$ cat config.mk
export PLATFORM = sky130hd
export DESIGN_NAME = latq_bank_ctrl
export DESIGN_NICKNAME = d
export VERILOG_FILES = /design/src/rtl/latq_bank_pkg.sv /design/src/rtl/latq_bank_pulse_seq.sv /design/src/rtl/latq_bank_ctrl.sv
export SDC_FILE = /design/constraint.sdc
export NUM_CORES = 1
export LEC_CHECK = 0
export CORE_MARGIN = 8
export CORE_UTILIZATION = 35
export CTS_CLUSTER_DIAMETER = 40
export DETAILED_ROUTE_END_ITERATION = 10
export MAX_ROUTING_LAYER = met4
export PLACE_DENSITY = 0.8
export SETUP_SLACK_MARGIN = 0.5
export SLEW_MARGIN = 20
export SYNTH_ARGS = -nofsm -noshare
export SYNTH_HDL_FRONTEND = slang
export SYNTH_SLANG_ARGS = --single-unit
$ cat constraint.sdc
create_clock -name CLK -period 3.8 [get_ports CLK]
set_input_delay 0.38 -clock CLK [delete_from_list [all_inputs] [get_ports CLK]]
set_output_delay 0.38 -clock CLK [all_outputs]
set_load 0.05 [all_outputs]
$ cat src/rtl/latq_bank_pkg.sv
// Shared types and elaboration helpers for the latch-bank write controller.
package latq_bank_pkg;

  typedef enum logic [1:0] {
    IDLE  = 2'd0,
    SETUP = 2'd1,
    PULSE = 2'd2,
    HOLD  = 2'd3
  } state_t;

  function automatic int max3(input int a, input int b, input int c);
    int m;
    m = (a > b) ? a : b;
    return (m > c) ? m : c;
  endfunction

  // Phase counter width: clog2 of the longest phase, never below one bit.
  function automatic int cnt_w(input int s, input int w, input int h);
    int c;
    c = $clog2(max3(s, w, h));
    return (c < 1) ? 1 : c;
  endfunction

  // Every phase must last at least one cycle for the timing to hold.
  function automatic bit cyc_ok(input int s, input int w, input int h);
    return (s >= 1) && (w >= 1) && (h >= 1);
  endfunction

endpackage

$ cat src/rtl/latq_bank_pulse_seq.sv
// Phase sequencer: IDLE -> SETUP -> PULSE -> HOLD -> IDLE, one down-counter.
module latq_bank_pulse_seq
  import latq_bank_pkg::*;
#(
  parameter int SETUP_CYC = 1,
  parameter int WIDTH_CYC = 2,
  parameter int HOLD_CYC  = 1
) (
  input  logic   clk,
  input  logic   rst,
  input  logic   start,
  input  logic   in_range,
  output state_t phase,
  output logic   e_active,
  output logic   ready
);

  localparam int CW = cnt_w(SETUP_CYC, WIDTH_CYC, HOLD_CYC);
  localparam logic [CW-1:0] S_LD = CW'(SETUP_CYC - 1);
  localparam logic [CW-1:0] W_LD = CW'(WIDTH_CYC - 1);
  localparam logic [CW-1:0] H_LD = CW'(HOLD_CYC - 1);

  if (!cyc_ok(SETUP_CYC, WIDTH_CYC, HOLD_CYC)) begin : g_bad_cyc
    $error("latq_bank_pulse_seq: every *_CYC value must be >= 1");
  end

  state_t        state_q, state_d;
  logic [CW-1:0] cnt_q, cnt_d;
  logic          rng_q, rng_d;

  // State, phase counter and in-range flag of the in-flight write.
  always_ff @(posedge clk or posedge rst) begin
    if (rst) begin
      state_q <= IDLE;
      cnt_q   <= '0;
      rng_q   <= 1'b0;
    end else begin
      state_q <= state_d;
      cnt_q   <= cnt_d;
      rng_q   <= rng_d;
    end
  end

  // Next phase: counter reloads with length-1 on entry, phase ends at zero.
  always_comb begin
    state_d = state_q;
    cnt_d   = cnt_q;
    rng_d   = rng_q;
    case (state_q)
      IDLE: if (start) begin
        state_d = SETUP;
        cnt_d   = S_LD;
        rng_d   = in_range;
      end
      SETUP: if (cnt_q == '0) begin
        state_d = PULSE;
        cnt_d   = W_LD;
      end else cnt_d = cnt_q - CW'(1);
      PULSE: if (cnt_q == '0) begin
        state_d = HOLD;
        cnt_d   = H_LD;
      end else cnt_d = cnt_q - CW'(1);
      HOLD: if (cnt_q == '0) begin
        state_d = IDLE;
        cnt_d   = '0;
      end else cnt_d = cnt_q - CW'(1);
      default: state_d = IDLE;
    endcase
  end

  // PULSE is only reachable from SETUP/PULSE, so this never sees start.
  assign e_active = (state_d == PULSE) && rng_d;
  assign ready    = (state_q == IDLE);
  assign phase    = state_q;

endmodule

$ cat src/rtl/latq_bank_ctrl.sv
// Latch-bank write/read controller: flop-driven LAT_E/LAT_D, registered read.
module latq_bank_ctrl
  import latq_bank_pkg::*;
#(
  parameter int DEPTH     = 8,
  parameter int DATA_W    = 8,
  parameter int ADDR_W    = 3,
  parameter int SETUP_CYC = 1,
  parameter int WIDTH_CYC = 2,
  parameter int HOLD_CYC  = 1
) (
  input  logic                    CLK,
  input  logic                    RST,
  input  logic                    WR_VALID,
  output logic                    WR_READY,
  input  logic [ADDR_W-1:0]       WR_ADDR,
  input  logic [DATA_W-1:0]       WR_DATA,
  output logic                    WR_ERR,
  output logic [DATA_W-1:0]       LAT_D,
  output logic [DEPTH-1:0]        LAT_E,
  input  logic [DEPTH*DATA_W-1:0] LAT_Q,
  input  logic [ADDR_W-1:0]       RD_ADDR,
  output logic [DATA_W-1:0]       RD_DATA,
  output logic                    RD_STALE,
  output logic                    BUSY
);

  localparam logic [ADDR_W:0] DEPTH_V = (ADDR_W+1)'(DEPTH);

  state_t            phase;
  logic              e_active, hs, in_rng;
  logic [ADDR_W-1:0] addr_q;
  logic [DEPTH-1:0]  dec_d, dec_q;
  logic [DATA_W-1:0] rd_word;

  assign hs     = WR_VALID && WR_READY;
  assign in_rng = {1'b0, WR_ADDR} < DEPTH_V;
  assign BUSY   = (phase != IDLE);

  latq_bank_pulse_seq #(
    .SETUP_CYC (SETUP_CYC),
    .WIDTH_CYC (WIDTH_CYC),
    .HOLD_CYC  (HOLD_CYC)
  ) u_seq (
    .clk      (CLK),
    .rst      (RST),
    .start    (hs),
    .in_range (in_rng),
    .phase    (phase),
    .e_active (e_active),
    .ready    (WR_READY)
  );

  // One-hot decode of the write address; out-of-range decodes to all zero.
  always_comb begin
    dec_d = '0;
    for (int i = 0; i < DEPTH; i++) dec_d[i] = (WR_ADDR == ADDR_W'(i));
  end

  // Capture the write and drive the latch pins; LAT_D moves only on a handshake.
  always_ff @(posedge CLK or posedge RST) begin
    if (RST) begin
      addr_q <= '0;
      dec_q  <= '0;
      LAT_D  <= '0;
      LAT_E  <= '0;
      WR_ERR <= 1'b0;
    end else begin
      if (hs) begin
        addr_q <= WR_ADDR;
        dec_q  <= dec_d;
        LAT_D  <= WR_DATA;
      end
      LAT_E  <= e_active ? dec_q : '0;
      WR_ERR <= hs && !in_rng;
    end
  end

  // Read mux over latch outputs; unmapped addresses read as zero.
  always_comb begin
    rd_word = '0;
    for (int i = 0; i < DEPTH; i++)
      if (RD_ADDR == ADDR_W'(i)) rd_word = LAT_Q[i*DATA_W +: DATA_W];
  end

  // Registered read data plus in-flight-write flag for the read address.
  always_ff @(posedge CLK or posedge RST) begin
    if (RST) begin
      RD_DATA  <= '0;
      RD_STALE <= 1'b0;
    end else begin
      RD_DATA  <= rd_word;
      RD_STALE <= (phase != IDLE) && (RD_ADDR == addr_q);
    end
  end

endmodule

==> impl_metrics.env <==
export IMPL_status="finished, final reports clean"
export IMPL_final_setup_viol_count=0
export IMPL_drive_gt1_share_pct=15.2
export IMPL_total_power_mw=1.91
export IMPL_placed_cell_area_sq_mm=0.00318
export IMPL_leakagePower_nw=1.35
export IMPL_tightest_slew_ns=0.875
export IMPL_io_pins=109
export IMPL_cp_slowest_cell="clkdlybuf4s50_1"
export IMPL_min_delay_path_class="reg2reg"
export IMPL_stdcell_area_sq_mm=0.00330
export IMPL_rsz0062_at_grt="false"
export IMPL_criticalPathCategory="reg2out"
export IMPL_root_buffer="clkbuf_8"
export IMPL_fin_setup_tns_ns=0
export IMPL_cp_arrival_ns=1.88
export IMPL_multi_input_area_sq_um=961
export IMPL_antenna_found_initial=0
export IMPL_initial_utilization_pct=35.5
export IMPL_ys_ff_latch=40
export IMPL_clockBufferDepth=2
export IMPL_ff_latch_area_sq_mm=0.00100
export IMPL_numCtsBuffers=5
export IMPL_clk_pin_slew_worst_paths_ns=0.08
export IMPL_cts_sinks=40
export IMPL_synthesis_nets=217
export IMPL_rr_endpoint="dec_q[0]$_DFFE_PP0P_"
export IMPL_clk_latency_ns=0.29
export IMPL_hpwlAfterDp_mm=4.51
export IMPL_drv_slew=0
export IMPL_crit_required_ns=3.42
export IMPL_drtIter0Drc=51
export IMPL_final_common_cell="clkdlybuf4s50_1"
export IMPL_crit_path_start="u_seq.phase[0]$_DFF_PP0_"
export IMPL_instances_no_fill=318
export IMPL_totalWireLength_mm=5.48
export IMPL_path_delay_family="buffers and inverters"
export IMPL_ir_drop_mv=0.420
export IMPL_cts_hold_buf=0
export IMPL_final_nets=323
export IMPL_yosysWarnings=0
export IMPL_crit_end="WR_READY"
export IMPL_ys_flop_type="dfrtp_1"
export IMPL_rr_startpoint="u_seq.phase[0]$_DFF_PP0_"
export IMPL_grt_pass1_wl_mm=8.77
export IMPL_die_w_um=92.9
export IMPL_die_area_sq_mm=0.00862
export IMPL_fmax_ghz=0.442
export IMPL_path_cells="nor2_1 > clkdlybuf4s50_1"
export IMPL_post_cts_buffers=0
export IMPL_cap_violations=0
export IMPL_first_pass_iters=2
export IMPL_dr_total_vias=1560
export IMPL_placed_cells=310
export IMPL_final_antenna_net_count=0
export IMPL_critPathMaxFanout=8
export IMPL_cp_depth=2
export IMPL_syn_area_per_cell_sq_um=15.2
export IMPL_grt_overflow=0
export IMPL_grt_pass1_vias=1791
export IMPL_finalWeightedCongestion=0.718
export IMPL_cp_start_kind="flip-flop"
export IMPL_ys_async_sr_fraction_pct=100
export IMPL_fin_worst_skew_ns=0.00742
export IMPL_synth_edf_count=0
export IMPL_cts_tree="done"
export IMPL_r2r_cells=3
export IMPL_htreeDepth=2
export IMPL_path_buf_inv=1
export IMPL_coreArea_sq_mm=0.00582
export IMPL_avgRoutedWirePerCell_um=17.2
export IMPL_r2r_slack_ns=1.97
export IMPL_portBuffers=107
export IMPL_mostFrequentLayoutCells="clkdlybuf4s50_1 (107), dfrtp_1 (40), mux2_2 (20)"
export IMPL_final_hold_violation_count=0
export IMPL_worstSetupEndpointType="output pin"
export IMPL_min_period_over_period_pct=59.6
export IMPL_synth_cells=136
export IMPL_cts_resized=0
export IMPL_period_needed_ns=2.26
export IMPL_grt_usage_pct=13.5
export IMPL_die_h_um=92.9
export IMPL_via_per_inst=4.91
export IMPL_rows=28
export IMPL_grt_start_max_net_pins=41
export IMPL_maxSlewHeadroom_pct=41.5
export IMPL_synthesis_area_sq_mm=0.00207
export IMPL_cpPeakStageDelay_ns=0.85
export IMPL_drc_errors=0
export IMPL_ys_seq_area_share_pct=48.4
export IMPL_ys_types=26
export IMPL_antennaDiodeCount=0
export IMPL_area_growth_pct=59.6
export IMPL_power_density_mw_per_mm2=580
export IMPL_fillers=502
kinds of logic after synthesis:
family          Yosys count  share of synthesized area, %
mux                      43                          34.6
flops                    40                          48.4
buf+inv                  21                          5.39
simple gates             17                          6.11
compound gates           10                          3.57
xor+xnor                  4                          1.70
other cells               1                         0.181
through the flow:
step | hold slack [ns] | setup slack (ns) | util (%)
3_3_place_gp | 0.456 | 1.36 | 54.7
5_1_grt | 0.505 | 1.45 | 56.7
6_report | 0.474 | 1.54 | 56.7
4_1_cts | 0.478 | 1.51 | 56.7
3_5_place_dp | 0.460 | 1.31 | 54.7
2_1_floorplan | 0.440 | 1.73 | -
power by group:
| group | switching [mW] | internal [mW] | total [mW] |
|---|---|---|---|
| sequential | 0.0839 | 0.572 | 0.656 |
| combinational | 0.513 | 0.390 | 0.903 |
| clock | 0.157 | 0.198 | 0.355 |
per-layer routing:
metal	wire length (um)	global-route usage, %
met4	55	4.03
met3	534	6.31
met1	2070	13.5
met5	0	-
met2	2820	23.0
synthesized netlist by cell type, types with 3 or more instances:
master / n / area, sq um
a211oi_1: 8 / 60.1
buf_2: 4 / 20.0
clkbuf_1: 3 / 11.3
dfrtp_1: 40 / 1000
inv_1: 11 / 41.3
mux2_2: 20 / 225
mux2i_1: 7 / 70.1
mux4_1: 16 / 420
nand3b_1: 4 / 30.0
or3b_2: 5 / 43.8
xor2_1: 3 / 26.3
cell type report:
class / count / share of cell area (%)
Multi-Input combinational cell: 75 / 29.1
Tap cell: 75 / 2.84
Timing Repair Buffer: 109 / 32.9
Inverter: 11 / 1.25
Clock inverter: 3 / 1.44
Sequential cell: 40 / 30.3
Clock buffer: 5 / 2.09
flip-flops by register name, summed over array words and instances, names as in the netlist:
name         flops
dec_q            8
u_seq.phase      2
addr_q           3
LAT_E            8
RD_DATA          8
LAT_D            8
u_seq.rng_q      1
u_seq.cnt_q      1
RD_STALE         1
worst reg2reg max path: cells and delay by family, from the launching register on:
family / cells / cell delay [ns]
multiplexers: 1 / 0.36
flip-flops: 1 / 0.48
AND/OR/NAND/NOR: 1 / 0.57
buffers and inverters: 1 / 0.32
worst min-delay path by stage:
stage	startpoint	to	slack [ns]	depth (start not counted)
2_1_floorplan	u_seq.rng_q$_DFF_PP0_	u_seq.rng_q$_DFF_PP0_	0.44	1
6_report	u_seq.rng_q$_DFF_PP0_	u_seq.rng_q$_DFF_PP0_	0.47	1
4_1_cts	u_seq.rng_q$_DFF_PP0_	u_seq.rng_q$_DFF_PP0_	0.48	1
3_3_place_gp	u_seq.rng_q$_DFF_PP0_	u_seq.rng_q$_DFF_PP0_	0.46	1
5_1_grt	u_seq.rng_q$_DFF_PP0_	u_seq.rng_q$_DFF_PP0_	0.51	1
3_5_place_dp	u_seq.rng_q$_DFF_PP0_	u_seq.rng_q$_DFF_PP0_	0.46	1
Power figures use the tool's default switching activity.
